==> config.mk <==
export PLATFORM = sky130hd
export DESIGN_NAME = io_port_responder
export DESIGN_NICKNAME = d
export VERILOG_FILES = /design/src/rtl/io_port_pkg.sv /design/src/rtl/io_input_sync.sv /design/src/rtl/io_port_responder.sv
export SDC_FILE = /design/constraint.sdc
export NUM_CORES = 1
export LEC_CHECK = 0
export BUFFER_PORTS_ARGS = -buffer_cell sky130_fd_sc_hd__buf_2
export CELL_PAD_IN_SITES_DETAIL_PLACEMENT = 1
export CELL_PAD_IN_SITES_GLOBAL_PLACEMENT = 1
export CORE_ASPECT_RATIO = 0.75
export CORE_MARGIN = 2
export CORE_UTILIZATION = 35
export DETAILED_ROUTE_END_ITERATION = 12
export PLACE_DENSITY = 0.86
export SYNTH_ARGS = -nofsm -noshare
export SYNTH_HDL_FRONTEND = slang
export SYNTH_HIERARCHICAL = 1
export SYNTH_SLANG_ARGS = --single-unit
==> constraint.sdc <==
create_clock -name clk -period 3.4 [get_ports clk]
set_input_delay 0.68 -clock clk [delete_from_list [all_inputs] [get_ports clk]]
set_output_delay 0.68 -clock clk [all_outputs]
set_load 0.05 [all_outputs]
==> src/rtl/io_port_pkg.sv <==
// Shared constants for the memory-mapped I/O port responder: register word
// offsets, STATUS bit positions, and reset/base defaults.
package io_port_pkg;

  localparam logic [31:0] DEFAULT_BASE_ADDR = 32'h1001_0100;
  localparam logic [31:0] CMP_RESET         = 32'hFFFF_FFFF;

  // Word index within the 32-byte window (Address[4:2]).
  typedef enum logic [2:0] {
    REG_OUT    = 3'd0,
    REG_IN     = 3'd1,
    REG_STATUS = 3'd2,
    REG_IRQEN  = 3'd3,
    REG_TIMER  = 3'd4,
    REG_CMP    = 3'd5,
    REG_CTRL   = 3'd6,
    REG_RSVD   = 3'd7
  } reg_offset_e;

  localparam int STATUS_CHG = 0;
  localparam int STATUS_TMR = 1;

endpackage

==> src/rtl/io_input_sync.sv <==
// Two-flop synchronizer for the external input port, plus a previous-value
// flop so a change on the synchronized value can be flagged.
module io_input_sync #(
  parameter int WIDTH = 8
) (
  input  logic             clk,
  input  logic             reset,
  input  logic [WIDTH-1:0] din,
  output logic [WIDTH-1:0] sync,
  output logic             changed
);

  logic [WIDTH-1:0] s1, s2, s3;

  always_ff @(posedge clk or negedge reset) begin
    if (!reset) begin
      s1 <= '0;
      s2 <= '0;
      s3 <= '0;
    end else begin
      s1 <= din;
      s2 <= s1;
      s3 <= s2;
    end
  end

  assign sync    = s2;
  assign changed = (s2 != s3);

endmodule

==> src/rtl/io_port_responder.sv <==
// Memory-mapped I/O responder: OUT/IN/STATUS/IRQEN registers in a 32-byte window.
// The TIMER/CMP/CTRL compare timer is built only when IO_PORT_TIMER_EN is defined.
module io_port_responder
  import io_port_pkg::*;
#(
  parameter logic [31:0] BASE_ADDR = DEFAULT_BASE_ADDR,
  parameter int          IN_WIDTH  = 8
) (
  input  logic                clk,
  input  logic                reset,
  input  logic [31:0]         Address,
  input  logic [31:0]         WriteData,
  input  logic                MemWrite,
  input  logic                MemRead,
  output logic [31:0]         ReadData,
  output logic                Hit,
  input  logic [IN_WIDTH-1:0] PortIn,
  output logic [31:0]         PortOut,
  output logic                Irq
);

  reg_offset_e         offset;
  logic                wr, rd;
  logic [IN_WIDTH-1:0] in_sync;
  logic                in_changed;
  logic [1:0]          status, status_set, status_clr, irqen;
  logic                tmr_match;
  logic [31:0]         reg_rdata;
  logic                unused_addr;

  assign Hit         = (Address[31:5] == BASE_ADDR[31:5]);
  assign offset      = reg_offset_e'(Address[4:2]);
  assign wr          = MemWrite & Hit;
  assign rd          = MemRead & Hit;
  assign unused_addr = ^Address[1:0];

  io_input_sync #(.WIDTH(IN_WIDTH)) u_sync (
    .clk     (clk),
    .reset   (reset),
    .din     (PortIn),
    .sync    (in_sync),
    .changed (in_changed)
  );

`ifdef IO_PORT_TIMER_EN
  localparam logic [1:0] IRQEN_MASK = 2'b11;

  logic [31:0] timer, cmp;
  logic        ten;

  // Match uses the current count, so a CMP write only affects later cycles.
  assign tmr_match = ten & (timer == cmp);

  always_ff @(posedge clk or negedge reset) begin
    if (!reset) begin
      timer <= '0;
      cmp   <= CMP_RESET;
      ten   <= 1'b0;
    end else begin
      if (wr && offset == REG_TIMER) timer <= WriteData;
      else if (ten)                  timer <= timer + 32'd1;
      if (wr && offset == REG_CMP)   cmp   <= WriteData;
      if (wr && offset == REG_CTRL)  ten   <= WriteData[0];
    end
  end
`else
  localparam logic [1:0] IRQEN_MASK = 2'b01;
  assign tmr_match = 1'b0;
`endif

  always_comb begin
    status_set             = '0;
    status_set[STATUS_CHG] = in_changed;
    status_set[STATUS_TMR] = tmr_match;
    status_clr             = (wr && offset == REG_STATUS) ? WriteData[1:0] : 2'b00;
  end

  // Hardware set takes priority over a simultaneous write-one-to-clear.
  always_ff @(posedge clk or negedge reset) begin
    if (!reset) begin
      PortOut <= '0;
      status  <= '0;
      irqen   <= '0;
      Irq     <= 1'b0;
    end else begin
      if (wr && offset == REG_OUT)   PortOut <= WriteData;
      if (wr && offset == REG_IRQEN) irqen   <= WriteData[1:0] & IRQEN_MASK;
      status <= (status & ~status_clr) | status_set;
      Irq    <= |(status & irqen);
    end
  end

  always_comb begin
    reg_rdata = '0;
    case (offset)
      REG_OUT:    reg_rdata = PortOut;
      REG_IN:     reg_rdata = 32'(in_sync);
      REG_STATUS: reg_rdata = {30'd0, status};
      REG_IRQEN:  reg_rdata = {30'd0, irqen};
`ifdef IO_PORT_TIMER_EN
      REG_TIMER:  reg_rdata = timer;
      REG_CMP:    reg_rdata = cmp;
      REG_CTRL:   reg_rdata = {31'd0, ten};
`endif
      default:    reg_rdata = '0;
    endcase
  end

  assign ReadData = rd ? reg_rdata : '0;

endmodule

## Yosys cells after proc, flatten, opt, wreduce, memory -nomap -nowiden

Index checks and enable logic that the tools add are counted.

| operators by class | value |
|---|---|
| $add $sub $neg | 0 |
| multiply operators | 0 |
| div/mod/pow operators | 0 |
| $lt $le $gt $ge | 0 |
| eq/ne operators | 5 |
| shift operators | 0 |
| mux-type cells | 3 |
| bitwise logic cells | 6 |
| reductions and logical operators | 5 |

Operators with widths:

| operator | count |
|---|---|
| $pmux W32 S4 | 1 |
| $mux W32 | 1 |
| $eq A27 B24 Y1 const B | 1 |
| $ne A8 B8 Y1 | 1 |
| $eq A3 B2 Y1 const B | 2 |
| $eq A3 B1 Y1 const B | 1 |
| $logic_and A1 B1 Y1 | 3 |
| $logic_not A3 Y1 | 1 |
| $and A1 B1 Y1 | 2 |
| $and A2 B1 Y2 | 1 |
| $and A2 B2 Y2 | 1 |
| $mux W2 | 1 |
| $not A2 Y2 | 1 |
| $or A2 B1 Y2 | 1 |
| $reduce_or A2 Y1 | 1 |

| storage, ports and cells | value |
|---|---|
| register bits after elaboration | 60 |
| bits in latches | 0 |
| bits in writable memories | 0 |
| ROM bits | 0 |
| output and inout bits | 66 |
| word-level logic and storage cells | 26 |
| memories kept | 0 |

## Depth between registers and ports, before layout

| logic depth | value |
|---|---|
| depth after elaboration | 7 |
| depth in mapped cells | 5 |
| depth with buffers taken out | 5 |

## By module

Netlist, hierarchy kept.

Modules (own cells, without submodules):

| module | times used | cells an instance | area an instance (um^2) |
|---|---|---|---|
| io_port_responder | 1 | 150 | 1816.7 |
| io_input_sync | 1 | 35 | 686.9 |

## Least setup slack after synthesis

No wires, ideal clock.

| timing | value |
|---|---|
| path type | input to output |
| from | input Address[6] |
| to | output Hit |
| arrival | 3.023 ns |
| setup slack | -0.303 ns |
| cell stages on the path | 4 |
| buffers on the path | 0 |
| cell sequence | nor4b_1 -> nand4_1 -> nor2_1 -> nor4bb_1 |

| on the way | value |
|---|---|
| longest elaborated chain between the ends | 1 |

Ends and longest elaborated chain:

| element | line | source |
|---|---|---|
| from (decl) | io_port_responder.sv:11 | `input logic [31:0] Address,` |
| $eq A27 B24 Y1 | io_port_responder.sv:31 | `assign Hit = (Address[31:5] == BASE_ADDR[31:5]);` |
| to (decl) | io_port_responder.sv:16 | `output logic Hit,` |

Every way passes these cells.

## Worst setup path after layout

| timing | value |
|---|---|
| from | input Address[17] |
| to | output ReadData[7] |

| on the way | value |
|---|---|
| longest elaborated chain between the ends | 3 |

Ends and longest elaborated chain:

| element | line | source |
|---|---|---|
| $eq A27 B24 Y1 | io_port_responder.sv:31 |  |
| $and A1 B1 Y1 | io_port_responder.sv:34 | `assign rd = MemRead & Hit;` |
| $mux W32 | io_port_responder.sv:109 | `assign ReadData = rd ? reg_rdata : '0;` |
| to (decl) | io_port_responder.sv:15 | `output logic [31:0] ReadData,` |

Every way passes these cells.

==> key figures <==
Placement
  • Gp weighted congestion: 0.770
  • Placed inst area: 3340 um^2
  • Port bufs: 139
  • Hpwl dp: 5.49 mm

Routing
  • Drt wl/cell: 16.6 um
  • Vias/cell: 4.78
  • Overall routed net length: 7.26 mm
  • Residual DRC: 0
  • 1st-iter DRT viols: 56
  • DRT antenna net count: 0
  • DR vias: 2,093
  • DR pass1 iterations: 4

Synth
  • XOR/XNOR Fraction of Synth Area: 0.0280
  • Synth top cells by count: 60 x dfrtp_1, 32 x mux2_2, 26 x and3_1, 11 x nor2_1
  • Syn Nets: 261
  • Yosys cell types: 27
  • Syn. warnings: 6
  • Complex-gate fraction of the synthesized area: 0.00700
  • Mean post-synth cell area: 13.5 um^2
  • Adder-cell share of the synthesized area: 0
  • Largest family of logic cells by synthesized area: multiplexers
  • Asr flop ratio synth: 1.00
  • Post-Synthesis Cells: 185
  • Synth area leader: dfrtp_1
  • Synth Area in Simple Gates: 0.154
  • Mux contribution to synthesized area: 0.185
  • Sequential fraction of the synthesis area: 0.600
  • Synth top area cells: dfrtp_1 60%, mux2_2 14%, and3_1 6.5%
  • Post-synth EDFFs: 0
  • Mapped cell area: 2500 um^2
  • Post-synth top area share: 0.600
  • Top_reg_cell synth: dfrtp_1
  • Most common cell in the netlist: dfrtp_1
  • Seq cells post-synth: 60

Die
  • Vert. Die Dim: 77.2 um
  • Row count: 26
  • Initial Utilization: 0.365
  • Die ar.: 7850 um^2
  • I/O Pins: 142
  • Die W: 102 um
  • Core area: 6860 um^2

Cells and area
  • Area of the multi-input gates: 945 um^2
  • FF/Latch Area: 1500 um^2
  • Number of diodes: 0
  • Fillers: 773
  • Cell area after layout: 3560 um^2
  • # nets final: 411
  • Share of layout cells above drive strength 1: 0.588
  • Area Overhead vs Synth: 42.3%

Worst setup path
  • WS Path Type: primary input to output pin
  • Worst setup SP type: primary input
  • CP max-delay cell: or4_1
  • Slowest stage delay, CP: 0.72 ns
  • Critical-path cell list: buf_2, nor4_1, nand4_1, or4_1, nor2_1, buf_2
  • Crit end category: output pin
  • CP Max Fanout: 6
  • CP required: 2.72 ns
  • Most frequent CP cell: buf_2
  • WP data arrival: 2.53 ns

Clock tree
  • Post-CTS Hold Buffers: 0
  • CTS tree: built
  • CTS Buffer Depth: 2
  • H-tree levels: 3
  • Setup repair bufs after CTS: 0
  • CTS buffer count: 9
  • CTS sink cnt: 60
  • Clk root buf: clkbuf_8
  • Post-CTS Resized: 0
  • Clk slew on worst S/H paths: 0.07 ns
  • Worst-Skew Late Latency: 0.34 ns

STA
  • Max-slew violations: 0
  • Post-route minimum period: 3.21 ns
  • # setup viols final: 0
  • Final Hold Fails: 0
  • Worst slew pin tran: 0.602 ns
  • F_max: 0.312 GHz
  • Slew margin rel.: 0.598
  • Crit share post-route: 0.943
  • Fin Clk Skew: 0.00890 ns
  • RSZ-0062 raised after global routing: false
  • Setup TNS: 0 ns

Power
  • Tot Pwr: 0.00154 W
  • Leakage: 2.08 nW
  • Net Sw Power: 0.000336 W
  • Flop pwr share: 0.478
  • Sw Share: 0.218
  • Pwr Density: 432 nW/um^2
  • VDD IR-drop max: 0.000175 V
  • P_int: 0.00120 W
  • Logic pwr share: 0.055
  • Clk pwr share: 0.467

GRT
  • Total track usage: 0.199
  • First-pass GRT wire length: 11.7 mm
  • Largest net degree at the start of global routing: 35
  • Initial antenna violation count: 0
  • M3 GR Usage: 0.0656
  • Global route hottest layer: met2
  • Vias in the first global route: 2,265
  • Met1 Use GR: 0.241
  • Global route overflow: 0
  • Met2 Use GR: 0.331

Min path
  • Hold Path Class: primary input to async pin

Flow run
  • Max cap viols: 0

Outcome
  • Run status: completed
-- registers in the layout (all words and copies together) (netlist names) --
register	flops
u_sync/s3	8
status	2
Irq	1
u_sync/s1	8
irqen	1
u_sync/sync	8
PortOut	32
-- kinds of logic (layout without fill, tap and decap cells) --
logic type | after synthesis | count (layout)
xor gates and xnor gates | 8 | 8
muxes | 41 | 41
DFF | 60 | 60
and+or+nand+nor | 62 | 62
buffers and inverters | 11 | 166
AOI/OAI and AO/OA | 3 | 3
-- power groups by stage --
stage,Sequential (W),Clock (W),Combinational [W]
final,0.000736,0.000719,0.0000849
after floorplan,0.000748,0,0.0000216
after CTS,0.000736,0.000739,0.0000868
after detailed placement,0.000750,0,0.0000857
after global placement,0.000749,0,0.0000817
after global routing,0.000737,0.000776,0.0000959
-- worst max-delay path: cells and delay by family --
| kind | cells | cell delay (ns) |
|---|---|---|
| simple gates | 4 | 1.45 |
| buf+inv | 2 | 0.39 |
-- path summary, 6_finish.rpt --
check                            endpoint  slack, ns      startpoint  depth (start not counted)
setup / recovery              ReadData[7]       0.19     Address[17]                          6
hold / removal               u_sync/s1[2]       0.34           reset                          1
setup reg to reg                status[0]       2.01  u_sync/sync[5]                          5
hold reg to reg            u_sync/sync[7]       0.35    u_sync/s1[7]                          0
max in group asynchronous    u_sync/s3[5]       2.17           reset                          2
min in group clk           u_sync/sync[7]       0.35    u_sync/s1[7]                          0
-- through the flow --
stage,util,setup WS (ns),hold slack (ns),instances
2_1_floorplan,-,0.161,0.331,185
3_3_place_gp,0.487,0.288,0.332,422
3_5_place_dp,0.487,0.195,0.336,422
4_1_cts,0.519,0.189,0.342,438
5_1_grt,0.519,0.0931,0.358,438
6_report,0.519,0.195,0.342,438
-- cells in the final DEF, fill, tap and decap left out, drive strengths merged, types with 3 or more instances in the layout --
master and count:
and3 26, nor2 11, buf 148, clkbuf 10
mux2 33, nor4 9, inv 3, nand2 3
dfrtp 60, xor2 8, nand3b 3, mux2i 7
-- final cells by class --
class,instances,area share
clock buffers,10,0.0386
clock inverters,6,0.0242
inverters,2,0.00211
multi-input cells,114,0.265
flip-flops and latches,60,0.421
well taps,98,0.0344
repair buffers,148,0.214
-- metal layers --
| metal | share of wire | wire [um] | up-vias |
|---|---|---|---|
| met5 | 0 | 0 | - |
| met3 | 0.062 | 450 | 10 |
| met1 | 0.41 | 3000 | 1037 |
| li1 | - | - | 963 |
| met2 | 0.51 | 3720 | 83 |
| met4 | 0.013 | 94 | 0 |
(Power assumes the default switching activity.)
